**config.mk**
```make
export PLATFORM = sky130hd
export DESIGN_NAME = key_debounce
export DESIGN_NICKNAME = d
export VERILOG_FILES = /design/src/rtl/bk_key_pkg.sv /design/src/rtl/sync_2ff.sv /design/src/rtl/key_debounce.sv
export SDC_FILE = /design/constraint.sdc
export NUM_CORES = 1
export LEC_CHECK = 0
export CAP_MARGIN = 20
export CORE_MARGIN = 1.5
export CORE_UTILIZATION = 60
export CTS_BUF_LIST = sky130_fd_sc_hd__clkbuf_16
export CTS_CLUSTER_SIZE = 16
export DETAILED_ROUTE_END_ITERATION = 8
export GPL_TIMING_DRIVEN = 0
export PLACE_DENSITY_LB_ADDON = 0.08
export SLEW_MARGIN = 10
export SYNTH_ARGS = -nofsm -noshare
export SYNTH_HDL_FRONTEND = slang
export SYNTH_HIERARCHICAL = 1
export SYNTH_SLANG_ARGS = --single-unit
```
**constraint.sdc**
```tcl
create_clock -name CLK100MHZ -period 3 [get_ports CLK100MHZ]
set_input_delay 0.6 -clock CLK100MHZ [delete_from_list [all_inputs] [get_ports CLK100MHZ]]
set_output_delay 0.6 -clock CLK100MHZ [all_outputs]
set_load 0.01 [all_outputs]
```
**src/rtl/bk_key_pkg.sv**
```systemverilog
// Shared definitions for the board-key conditioning blocks: debounce FSM
// state encoding and default cycle counts for a 100 MHz system clock.
`timescale 1ns/1ps
package bk_key_pkg;

    typedef enum logic [1:0] {
        IDLE         = 2'd0,
        PRESS_WAIT   = 2'd1,
        DOWN         = 2'd2,
        RELEASE_WAIT = 2'd3
    } key_state_e;

    localparam int DEFAULT_DEBOUNCE_CYCLES = 2_000_000;
    localparam int DEFAULT_LONG_CYCLES     = 100_000_000;

endpackage

```
**src/rtl/sync_2ff.sv**
```systemverilog
// Generic 1-bit two-flop synchroniser for asynchronous board inputs; both
// flops reset to RESET_VALUE so an idle pin produces no edge after reset.
`timescale 1ns/1ps
module sync_2ff #(
    parameter logic RESET_VALUE = 1'b0
) (
    input  logic clk,
    input  logic rst_n,
    input  logic d,
    output logic q
);

    logic sync1_d, sync1_q;
    logic sync2_d, sync2_q;

    always_comb begin
        sync1_d = d;
        sync2_d = sync1_q;
    end

    always_ff @(posedge clk or negedge rst_n) begin
        if (!rst_n) begin
            sync1_q <= RESET_VALUE;
            sync2_q <= RESET_VALUE;
        end else begin
            sync1_q <= sync1_d;
            sync2_q <= sync2_d;
        end
    end

    assign q = sync2_q;

endmodule

```
**src/rtl/key_debounce.sv**
```systemverilog
// Push-button conditioner: synchronises KEY0, debounces press and release,
// and produces press/release/long-press pulses plus a short-press toggle.
`timescale 1ns/1ps
module key_debounce
    import bk_key_pkg::*;
#(
    parameter int DEBOUNCE_CYCLES = DEFAULT_DEBOUNCE_CYCLES,
    parameter int LONG_CYCLES     = DEFAULT_LONG_CYCLES,
    parameter int KEY_ACTIVE_LOW  = 1,
    parameter int RUN_INIT        = 1
) (
    input  logic CLK100MHZ,
    input  logic RESET_N,
    input  logic KEY0,
    output logic key_down,
    output logic press_pulse,
    output logic release_pulse,
    output logic long_pulse,
    output logic run
);

    localparam int DCW = $clog2(DEBOUNCE_CYCLES) + 1;
    localparam int LCW = $clog2(LONG_CYCLES) + 1;
    localparam logic [DCW-1:0] D_LAST = DCW'(DEBOUNCE_CYCLES - 1);
    localparam logic [LCW-1:0] L_LAST = LCW'(LONG_CYCLES - 1);
    localparam logic ACTIVE_LOW_BIT = (KEY_ACTIVE_LOW != 0);
    localparam logic RUN_INIT_BIT   = (RUN_INIT != 0);

    key_state_e     state_d, state_q;
    logic [DCW-1:0] dcnt_d, dcnt_q;
    logic [LCW-1:0] lcnt_d, lcnt_q;
    logic           long_done_d, long_done_q;
    logic           key_down_d, key_down_q;
    logic           press_pulse_d, press_pulse_q;
    logic           release_pulse_d, release_pulse_q;
    logic           long_pulse_d, long_pulse_q;
    logic           run_d, run_q;
    logic           key_sync;
    logic           pressed;
    logic           long_fire;

    // Synchroniser idles at the released pin level so reset never looks like a press.
    sync_2ff #(
        .RESET_VALUE(ACTIVE_LOW_BIT)
    ) u_sync (
        .clk  (CLK100MHZ),
        .rst_n(RESET_N),
        .d    (KEY0),
        .q    (key_sync)
    );

    assign pressed = key_sync ^ ACTIVE_LOW_BIT;

    always_comb begin
        state_d         = state_q;
        dcnt_d          = dcnt_q;
        lcnt_d          = lcnt_q;
        long_done_d     = long_done_q;
        key_down_d      = key_down_q;
        run_d           = run_q;
        press_pulse_d   = 1'b0;
        release_pulse_d = 1'b0;
        long_pulse_d    = 1'b0;
        long_fire       = 1'b0;

        // Long-press timer runs through release bounces; the FSM below may override lcnt.
        if ((state_q == DOWN || state_q == RELEASE_WAIT) && !long_done_q) begin
            if (lcnt_q == L_LAST) begin
                long_fire    = 1'b1;
                long_pulse_d = 1'b1;
                long_done_d  = 1'b1;
            end else if (lcnt_q != '1) begin
                lcnt_d = lcnt_q + LCW'(1);
            end
        end

        case (state_q)
            IDLE: begin
                if (pressed) begin
                    state_d = PRESS_WAIT;
                    dcnt_d  = '0;
                end
            end
            PRESS_WAIT: begin
                if (!pressed) begin
                    state_d = IDLE;
                end else if (dcnt_q == D_LAST) begin
                    state_d       = DOWN;
                    press_pulse_d = 1'b1;
                    key_down_d    = 1'b1;
                    lcnt_d        = '0;
                end else if (dcnt_q != '1) begin
                    dcnt_d = dcnt_q + DCW'(1);
                end
            end
            DOWN: begin
                if (!pressed) begin
                    state_d = RELEASE_WAIT;
                    dcnt_d  = '0;
                end
            end
            RELEASE_WAIT: begin
                if (pressed) begin
                    state_d = DOWN;
                end else if (dcnt_q == D_LAST) begin
                    state_d         = IDLE;
                    release_pulse_d = 1'b1;
                    key_down_d      = 1'b0;
                    lcnt_d          = '0;
                    long_done_d     = 1'b0;
                    // A long press that matures on the release edge still counts as long.
                    if (!long_done_q && !long_fire) begin
                        run_d = !run_q;
                    end
                end else if (dcnt_q != '1) begin
                    dcnt_d = dcnt_q + DCW'(1);
                end
            end
            default: begin
                state_d = IDLE;
            end
        endcase
    end

    always_ff @(posedge CLK100MHZ or negedge RESET_N) begin
        if (!RESET_N) begin
            state_q         <= IDLE;
            dcnt_q          <= '0;
            lcnt_q          <= '0;
            long_done_q     <= 1'b0;
            key_down_q      <= 1'b0;
            press_pulse_q   <= 1'b0;
            release_pulse_q <= 1'b0;
            long_pulse_q    <= 1'b0;
            run_q           <= RUN_INIT_BIT;
        end else begin
            state_q         <= state_d;
            dcnt_q          <= dcnt_d;
            lcnt_q          <= lcnt_d;
            long_done_q     <= long_done_d;
            key_down_q      <= key_down_d;
            press_pulse_q   <= press_pulse_d;
            release_pulse_q <= release_pulse_d;
            long_pulse_q    <= long_pulse_d;
            run_q           <= run_d;
        end
    end

    assign key_down      = key_down_q;
    assign press_pulse   = press_pulse_q;
    assign release_pulse = release_pulse_q;
    assign long_pulse    = long_pulse_q;
    assign run           = run_q;

endmodule
```
; Word level (Yosys, flattened, before mapping)
; Index checks and enable logic that the tools add are counted.
[word_totals]
reg_bits = 60
input_bits = 3
output_inout_bits = 5
wordCells = 78
[classes]
addsub = 2
eq_ne = 15
n_mux = 38
n_reduce_logical = 12
[op_table]
columns = op, n
row1 = two-way mux 28 bit, 6
row2 = two-way mux 22 bit, 6
row3 = one-hot mux 22 bit (4 select lines), 1
row4 = one-hot mux 28 bit (2 select lines), 1
row5 = adder 28 x 1 -> 28 bit (second input constant), 1
row6 = == test 28 x 27 -> 1 bit (second input constant), 1
row7 = != test 28 bit (second input constant), 1
row8 = adder 22 x 1 -> 22 bit (second input constant), 1
row9 = == test 22 x 21 -> 1 bit (second input constant), 1
row10 = != test 22 bit (second input constant), 1
row11 = two-way mux 1 bit, 16
row12 = two-way mux 2 bit, 6
row13 = AND reduction 4 bit, 3
row14 = one-hot mux 2 bit (4 select lines), 1
row15 = != test 2 x 1 -> 1 bit (second input constant), 3
row16 = != test 2 bit (second input constant), 3
row17 = AND reduction 5 bit, 1
row18 = == test 2 bit (second input constant), 2
row19 = logical NOT 1 bit, 3
row20 = != test 3 x 2 -> 1 bit (second input constant), 1
row21 = != test 3 bit (second input constant), 1
row22 = == test 2 x 1 -> 1 bit (second input constant), 1
row23 = logical AND 1 bit, 2
row24 = logical NOT 2 bit, 1
row25 = 3 further kinds, 3

; Logic depth before layout (Yosys ltp)
; Gate-level depths: netlist (run 1).
[logic_depth]
ltp_word = 7
depth_mapped = 9
ltp_nobuf = 7

; Cells and area by module
; Netlist (run 1), hierarchy kept.
[modules_own_cells]
columns = mod, instances, cells_per_inst, area_per_inst_um2, seq_area_each_um2
row1 = key_debounce, 1, 381, 3537.1, 1452.6
row2 = sync_2ff, 1, 2, 52.6, 52.6

; Least setup slack after synthesis (run 1)
; No wires, ideal clock.
[synth_timing]
kind = register -> register
start = reg lcnt_q[0]
end = reg lcnt_q[4]
setup_ns = 0.078
arrival_ns = 2.159
required_ns = 2.922
slack_ns = 0.764
stages_incl_launch_ff = 9
path_buffers = 2
synth_period_minus_slack_ns = 2.236
cell_sequence = dfrtp_1 > ha_1 > and3_1 > dlygate4sd1_1 > nand4_1 > o21ai_4 > buf_6 > or4_2 > a21oi_1
[synth_via]
elab_chain_cells = 7
elab_cells_between_ends = 10
classes_between = add/sub: 1 / eq/ne: 2 / mux: 7
[synth_lines]
columns = element, line_no
row1 = start: declaration, key_debounce.sv:31  ; logic [LCW-1:0] lcnt_d, lcnt_q;
row2 = start signal: assignment, key_debounce.sv:139  ; lcnt_q <= lcnt_d;
row3 = adder 28 x 1 -> 28 bit or != test 28 bit (tied branches), "key_debounce.sv:73, key_debounce.sv:72"
row4 = two-way mux 28 bit, key_debounce.sv:72  ; end else if (lcnt_q != '1) begin
row5 = two-way mux 28 bit *, key_debounce.sv:68  ; if (lcnt_q == L_LAST) begin
row6 = two-way mux 28 bit *, key_debounce.sv:67  ; if ((state_q == DOWN || state_q == RELEASE_WAIT) && !long_done_q) begin
row7 = two-way mux 28 bit, "key_debounce.sv:87, key_debounce.sv:105"
row8 = "two-way mux 28 bit, on equally long branches", "key_debounce.sv:103, key_debounce.sv:85"
row9 = one-hot mux 28 bit (2 select lines) *, key_debounce.sv:77  ; case (state_q)
row10 = via lcnt_d[4], key_debounce.sv:31
; The timed path passes the listed nets; every way through them passes the cells marked *.
; A chain may end at the register's enable or synchronous reset.

; Worst setup path after layout (run 1)
[layout_timing]
start = reg dcnt_q[13]
end = reg lcnt_q[24]
[layout_via]
elab_chain_cells = 4
elab_cells_between_ends = 5
classes_between = eq/ne: 1 / mux: 4
[layout_lines]
columns = element, line_no
row1 = start: declaration, key_debounce.sv:30  ; logic [DCW-1:0] dcnt_d, dcnt_q;
row2 = start signal: assignment, key_debounce.sv:138  ; dcnt_q <= dcnt_d;
row3 = == test 22 x 21 -> 1 bit *, "key_debounce.sv:87, key_debounce.sv:105"
row4 = two-way mux 28 bit *, "key_debounce.sv:87, key_debounce.sv:105"
row5 = "two-way mux 28 bit, on equally long branches", "key_debounce.sv:103, key_debounce.sv:85"
row6 = one-hot mux 28 bit (2 select lines) *, key_debounce.sv:77
row7 = via lcnt_d[24], key_debounce.sv:31
; Marks and branches as above.

==> results of run 1 <==
## worst max-delay path, delay by kind of cell (launching register included)
family,cells,cell delay (ns)
buf+inv,2,0.48
flops,1,0.35
simple gates,5,1.80
## cells in the final DEF, fill, tap and decap left out, types with 10 or more instances in the layout
master	instances
nor2_1	19
nand4_1	25
clkbuf_1	11
dfrtp_1	57
nand3_1	27
a21oi_1	24
nand2_1	37
and4_1	10
o31ai_1	16
## logic make-up after synthesis
group	Yosys count
AOI/OAI and AO/OA	81
xor gates and xnor gates	8
adders and majority gates	2
buffers and inverters	23
DFF	60
muxes	8
and+or+nand+nor	201
## cell usage after synthesis, types with 2 or more instances
cell / instances
or4_1: 9
or3_2: 2
nand2b_1: 8
nor3_1: 6
nor3_2: 2
or4b_2: 3
or3_1: 5
nor4_1: 6
o21ai_0: 8
o21ai_2: 2
o31ai_1: 16
or2_2: 2
a41o_1: 2
or4b_1: 2
nor2_1: 19
mux2i_1: 8
nand3_1: 27
and4_1: 10
a21o_1: 2
nand4_1: 25
a31oi_1: 3
and3_1: 9
dfrtp_1: 57
dfstp_2: 3
a21oi_1: 24
ha_1: 2
o21a_1: 2
or4_2: 9
nor2_2: 2
xor2_1: 7
inv_1: 4
o41ai_1: 3
and2_1: 3
buf_6: 4
nand2_1: 37
clkbuf_1: 11
nor4b_1: 4
o211ai_1: 4
a21oi_2: 5
nor3b_1: 3
## worst max-delay path by stage
| stage | startpoint | to | slack [ns] |
|---|---|---|---|
| 5_1_grt | dcnt_q[13] | lcnt_q[24] | 0.11 |
| 3_3_place_gp | RESET_N | async pin | -0.56 |
| 4_1_cts | dcnt_q[13] | lcnt_q[24] | 0.32 |
| 6_report | dcnt_q[13] | lcnt_q[24] | 0.26 |
| 3_5_place_dp | dcnt_q[13] | lcnt_q[20] | 0.34 |
| 2_1_floorplan | lcnt_q[0] | lcnt_q[4] | 0.76 |
## stage by stage
| step | cells | setup slack (ns) | instance area (sq um) | hold slack (ns) | setup TNS (ns) |
|---|---|---|---|---|---|
| detailed placement | 462 | 0.3442 | 3747 | 0.3479 | 0 |
| global route | 479 | 0.1126 | 4036 | 0.3604 | 0 |
| CTS | 478 | 0.3230 | 4031 | 0.3555 | 0 |
| floorplan | 383 | 0.7637 | 3590 | 0.3044 | 0 |
| global placement | 462 | -0.5605 | 3750 | 0.3463 | -31.72 |
| finish | 479 | 0.2621 | 4036 | 0.3355 | 0 |
## layer usage
metal  wire length (um)  share of wire, %
met3                499               5.7
met2               4417                50
met4                252               2.9
met5                  0                 0
met1               3611                41
## cell type report
cell class	instances	area share (%)
Buffer	19	3.131
Sequential cell	60	37.29
Clock buffer	9	5.580
Clock inverter	7	1.457
Inverter	4	0.3720
Multi-Input combinational cell	300	48.14
Timing Repair Buffer	8	1.798
Tap cell	72	2.232
## power groups by stage
| stage | clock network [mW] | logic (mW) | registers (mW) |
|---|---|---|---|
| 2_1_floorplan | 0 | 0.0265 | 0.839 |
| 3_3_place_gp | 0 | 0.0526 | 0.840 |
| 3_5_place_dp | 0 | 0.0550 | 0.840 |
| 4_1_cts | 0.997 | 0.0552 | 0.827 |
| 5_1_grt | 1.03 | 0.0626 | 0.828 |
| 6_report | 0.991 | 0.0540 | 0.827 |
==> flow_metrics.py, run 1 <==
metrics = {
    "finish": {
        "multiInputGateArea_sq_mm": 0.001943,
        "largest_reg_flops": 28,
        "final_nets": 407,
        "antenna_cells": 0,
        "layout-drive-gt1-share_pct": 14.00,
        "syn2layout_area_growth_pct": 12.44,
        "n_fill_cell": 428,
        "reg_top3": "lcnt_q (28), dcnt_q (22)",
        "post-route-util_pct": 71.55,
        "register_area_sq_mm": 0.001505,
        "largest_register": "lcnt_q",
    },
    "power_and_ir_drop": {
        "switching_share_pct": 21.92,
        "internal_power_mw": 1.462,
        "power_frac_seq_pct": 44.2,
        "p_leak_nw": 1.627,
        "power_frac_clock_pct": 52.9,
        "p_per_area_mw_per_mm2": 463.8,
        "irDropWorstVdd_uv": 410.2,
        "pwr-share-comb_pct": 2.9,
        "p_switching_mw": 0.4103,
        "power_mw": 1.872,
    },
    "detailed_routing": {
        "first_iter_violations": 193,
        "wirelength_mm": 8.781,
        "ant_nets": 0,
        "vias": 3318,
        "drc": 0,
        "firstDrtPassIters": 5,
        "wl_per_cell_um": 18.33,
        "vias_per_cell": 6.927,
    },
    "sta": {
        "min_period_over_period_pct": 91.26,
        "slew_violations": 0,
        "slew_headroom_pct": 50.42,
        "hold_viol_final": 0,
        "max_freq_mhz": 365.2,
        "finalClockSkew_ns": 0.007637,
        "tightest_slew_ns": 0.7437,
        "rsz0062_at_grt": "false",
        "setup_viol_count_final": 0,
        "period_needed_ns": 2.738,
    },
    "placed_design": {
        "port_buffers": 7,
        "hpwl_mm": 6.025,
        "routabilityCongestion": 0.9480,
    },
    "synth": {
        "synthMuxAreaShare_pct": 2.231,
        "synth_fa_ha_area_share_pct": 0.6971,
        "yosysWarnings": 6,
        "synth.largest_area_cell": "dfrtp_1",
        "synthArstFlopShare_pct": 100.0,
        "yosys.area_share.xor_xnor_pct": 1.952,
        "ys_seq_area_share_pct": 41.93,
        "synth-compound-area-share_pct": 15.44,
        "synth.cell_area_sq_mm": 0.003590,
        "synth_nets": 388,
        "synth-simple-area-share_pct": 33.81,
        "synth_top_family_by_area": "simple AND/OR/NAND/NOR gates",
        "syn_avg_cell_area_sq_um": 9.373,
        "ys_ff_latch": 60,
        "netlist_top_cells_area": "dfrtp_1 40%, nand4_1 4.4%, nand2_1 3.9%",
        "ys.flop_type": "dfrtp_1",
        "synth_top_cell_area_share_pct": 39.74,
        "synth_edf_count": 0,
        "synthCells": 383,
        "synth_cell_types": 63,
    },
    "floorplan": {
        "die_w_um": 80.35,
        "rows": 27,
        "initial_core_util_pct": 63.63,
        "core_sq_mm": 0.005642,
        "die_y_um": 80.35,
        "pin_count": 8,
        "die_area_sq_mm": 0.006456,
    },
    "worst_setup_path": {
        "rr_endpoint": "lcnt_q[24]",
        "worstPathArrival_ns": 2.95,
        "required_ns": 3.21,
        "r2r_cells": 7,
        "crit_slowest_cell": "nor4_1",
        "critPathLaunchType": "flip-flop",
        "worstPathMaxFanout": 10,
        "endpoint_kind": "flip-flop",
        "path_cells": "clkbuf_1, or4b_1, nor4_1, nand3_1, nor2_2, buf_4, nor2_1",
        "r2r-start": "dcnt_q[13]",
        "ff2ff_setup_slack_ns": 0.26,
        "cpPeakStageDelay_ns": 0.57,
        "path_class": "reg -> reg",
    },
    "grt": {
        "grt_max_degree": 61,
        "grtUsageMet1_pct": 36.44,
        "antenna_found_initial": 0,
        "busiest_layer": "met2",
        "grt.overflow.total": 0,
        "grt.total_usage_pct": 29.87,
        "grt_pass1_wl_mm": 14.73,
        "use_met3_pct": 6.477,
        "met2_usage_pct": 50.34,
        "grt_pass1_vias": 3085,
    },
    "clock_network": {
        "cts_setup_buffers": 0,
        "root_buffer": "clkbuf_16",
        "clkLatencyLatePin_ns": 0.33,
        "cts_tree": "yes",
        "h-tree-depth": 3,
        "cts_sinks": 60,
        "cts_hold_buf": 0,
        "clk_path_buf_depth": 2,
        "cts-buffers-inserted": 9,
        "clkTransAtPathRegs_ns": 0.05,
        "cts_resized": 0,
    },
    "job": {
        "maxCapViolCount": 0,
    },
    "run_status": {
        "status": "completed",
    },
    "hold_path": {
        "hold_path_class": "in -> async",
    },
}
Power figures use the tool's default switching activity.
==> run 2, diff against run 1 <==
--- a/config.mk
+++ b/config.mk
@@ -18,3 +18,4 @@
 export SYNTH_HDL_FRONTEND = slang
 export SYNTH_HIERARCHICAL = 1
 export SYNTH_SLANG_ARGS = --single-unit
+export TNS_END_PERCENT = 100
==> results of run 2 <==
Final layout, timing and power as in run 1 (identical DEF).
==> run 3, diff against run 2 <==
--- a/config.mk
+++ b/config.mk
@@ -6,11 +6,11 @@
 export NUM_CORES = 1
 export LEC_CHECK = 0
 export CAP_MARGIN = 20
-export CORE_MARGIN = 1.5
 export CORE_UTILIZATION = 60
 export CTS_BUF_LIST = sky130_fd_sc_hd__clkbuf_16
 export CTS_CLUSTER_SIZE = 16
 export DETAILED_ROUTE_END_ITERATION = 8
+export GPL_ROUTABILITY_DRIVEN = 0
 export GPL_TIMING_DRIVEN = 0
 export PLACE_DENSITY_LB_ADDON = 0.08
 export SLEW_MARGIN = 10
==> run 3 against run 2 <==
Clock skew fell by 0.0033 ns. Sequential cell count unchanged. Critical path depth is the same. Sequential share of layout area fell by 0.47 points. Combinational power shrank 0.7%. Cell count decreased by 0.21%. Non-clock buffer count down 1. Die area is 2.5% lower. Setup slack gained 0.060 ns. Utilization increased by 0.91 points.
==> flow_metrics.py, run 3 (synthesized netlist as in run 1, its figures left out) <==
metrics = {
    "finish": {
        "mostFrequentLayoutCells": "57 x dfrtp_1, 37 x nand2_1, 27 x nand3_1, 25 x nand4_1, 24 x a21oi_1",
        "reg_top3": "lcnt_q (28), dcnt_q (22)",
        "largest_reg_flops": 28,
        "layout_commonest_cell": "dfrtp_1",
        "final_nets": 406,
        "post-route-util_pct": 72.46,
        "n_fill_cell": 410,
        "layout-drive-gt1-share_pct": 14.53,
        "antenna_cells": 0,
        "syn2layout_area_growth_pct": 13.87,
        "multiInputGateArea_sq_mm": 0.001943,
        "largest_register": "lcnt_q",
        "register_area_sq_mm": 0.001505,
    },
    "clock_network": {
        "cts_setup_buffers": 0,
        "cts-buffers-inserted": 9,
        "clkLatencyLatePin_ns": 0.33,
        "cts_hold_buf": 0,
        "root_buffer": "clkbuf_16",
        "h-tree-depth": 3,
        "cts_tree": "yes",
        "clkTransAtPathRegs_ns": 0.05,
        "cts_sinks": 60,
        "cts_resized": 0,
        "clk_path_buf_depth": 2,
    },
    "placed_design": {
        "port_buffers": 7,
        "hpwl_mm": 6.003,
        "place_ws_ns": 0.3310,
    },
    "sta": {
        "period_needed_ns": 2.678,
        "finalClockSkew_ns": 0.004385,
        "hold_slack_ns": 0.3473,
        "max_freq_mhz": 373.5,
        "setup_viol_count_final": 0,
        "slew_headroom_pct": 28.45,
        "rsz0062_at_grt": "false",
        "min_period_over_period_pct": 89.25,
        "slew_violations": 0,
        "fin_ws_ns": 0.3224,
        "tightest_slew_ns": 1.058,
        "hold_viol_final": 0,
    },
    "worst_setup_path": {
        "r2r_cells": 7,
        "worstPathMaxFanout": 10,
        "required_ns": 3.21,
        "critPathLaunchType": "flip-flop",
        "r2r-start": "dcnt_q[13]",
        "critPathBufInv": 2,
        "endpoint_kind": "flip-flop",
        "crit_cells": 7,
        "critPathTopFamily": "simple AND/OR/NAND/NOR gates",
        "ff2ff_setup_slack_ns": 0.32,
        "crit_slowest_cell": "or4b_1",
        "path_cells": "clkbuf_1, or4b_1, nor4_1, nand3_1, nor2_2, buf_4, a21oi_1",
        "cpPeakStageDelay_ns": 0.53,
        "worstPathArrival_ns": 2.88,
        "setup.worst_path.end": "lcnt_q[18]",
        "crit_path_start": "dcnt_q[13]",
        "path_class": "reg -> reg",
        "rr_endpoint": "lcnt_q[18]",
    },
    "grt": {
        "grt_pass1_vias": 3046,
        "grt.total_usage_pct": 30.37,
        "grt_max_degree": 61,
        "grt_pass1_wl_mm": 14.61,
        "grt.overflow.total": 0,
        "antenna_found_initial": 0,
    },
    "power_and_ir_drop": {
        "p_leak_nw": 1.642,
        "p_per_area_mw_per_mm2": 504.3,
        "irDropWorstVdd_uv": 456.4,
    },
    "detailed_routing": {
        "first_iter_violations": 232,
        "firstDrtPassIters": 5,
        "wirelength_mm": 8.892,
        "drc": 0,
        "vias": 3259,
        "wl_per_cell_um": 18.60,
        "vias_per_cell": 6.818,
        "ant_nets": 0,
    },
    "job": {
        "maxCapViolCount": 0,
    },
    "floorplan": {
        "die_w_um": 79.35,
        "initial_core_util_pct": 63.63,
        "pin_count": 8,
        "die_y_um": 79.35,
        "rows": 27,
        "die_area_sq_mm": 0.006296,
        "core_sq_mm": 0.005642,
    },
    "hold_path": {
        "hold_path_class": "in -> async",
    },
    "run_status": {
        "status": "completed",
    },
}
-- run 3: changes by cell type in the layout (fill, tap and decap cells not counted), sizes merged --
cell,change
clkbuf,-1
clkinv,-2
inv,-1
clkinvlp,+1
bufinv,+2
-- run 3: layout make-up --
type | instances | area share (%)
multi-input combinational | 300 | 47.54
sequential | 60 | 36.82
clock buffer | 9 | 5.510
buffer | 19 | 3.092
clock inverter | 7 | 2.816
tap | 72 | 2.204
timing repair buffer | 7 | 1.653
inverter | 4 | 0.3673
-- run 3: worst min path at each step --
stage / endpoint / slack, ns / cells after the start
floorplan: async pin / 0.30 / 0
global placement: u_sync/q / 0.35 / 0
detailed placement: u_sync/q / 0.36 / 0
CTS: u_sync/q / 0.36 / 0
global route: u_sync/q / 0.36 / 0
finish: lcnt_q[4] / 0.35 / 1
-- run 3: per-stage QoR --
step | cell area, sq um | instances | power, mW | setup TNS, ns
finish | 4088 | 478 | 2.061 | 0
global route | 4088 | 478 | 2.121 | 0
CTS | 4088 | 478 | 2.075 | 0
detailed placement | 3747 | 462 | 0.8948 | 0
global placement | 3750 | 462 | 0.8929 | -30.20
floorplan | 3590 | 383 | 0.8653 | 0
-- run 3: power breakdown --
| group | switching (mW) | internal (mW) | total (mW) |
|---|---|---|---|
| clock network | 0.373 | 0.807 | 1.18 |
| logic | 0.0406 | 0.0129 | 0.0536 |
| registers | 0.00863 | 0.819 | 0.827 |
-- run 3: routing by layer --
layer,up-vias,global-route usage (%),wire [um]
met4,0,10.55,125
met2,128,53.45,4659
met1,1585,36.19,3689
met3,14,7.011,418
li1,1532,-,-
met5,-,0,0
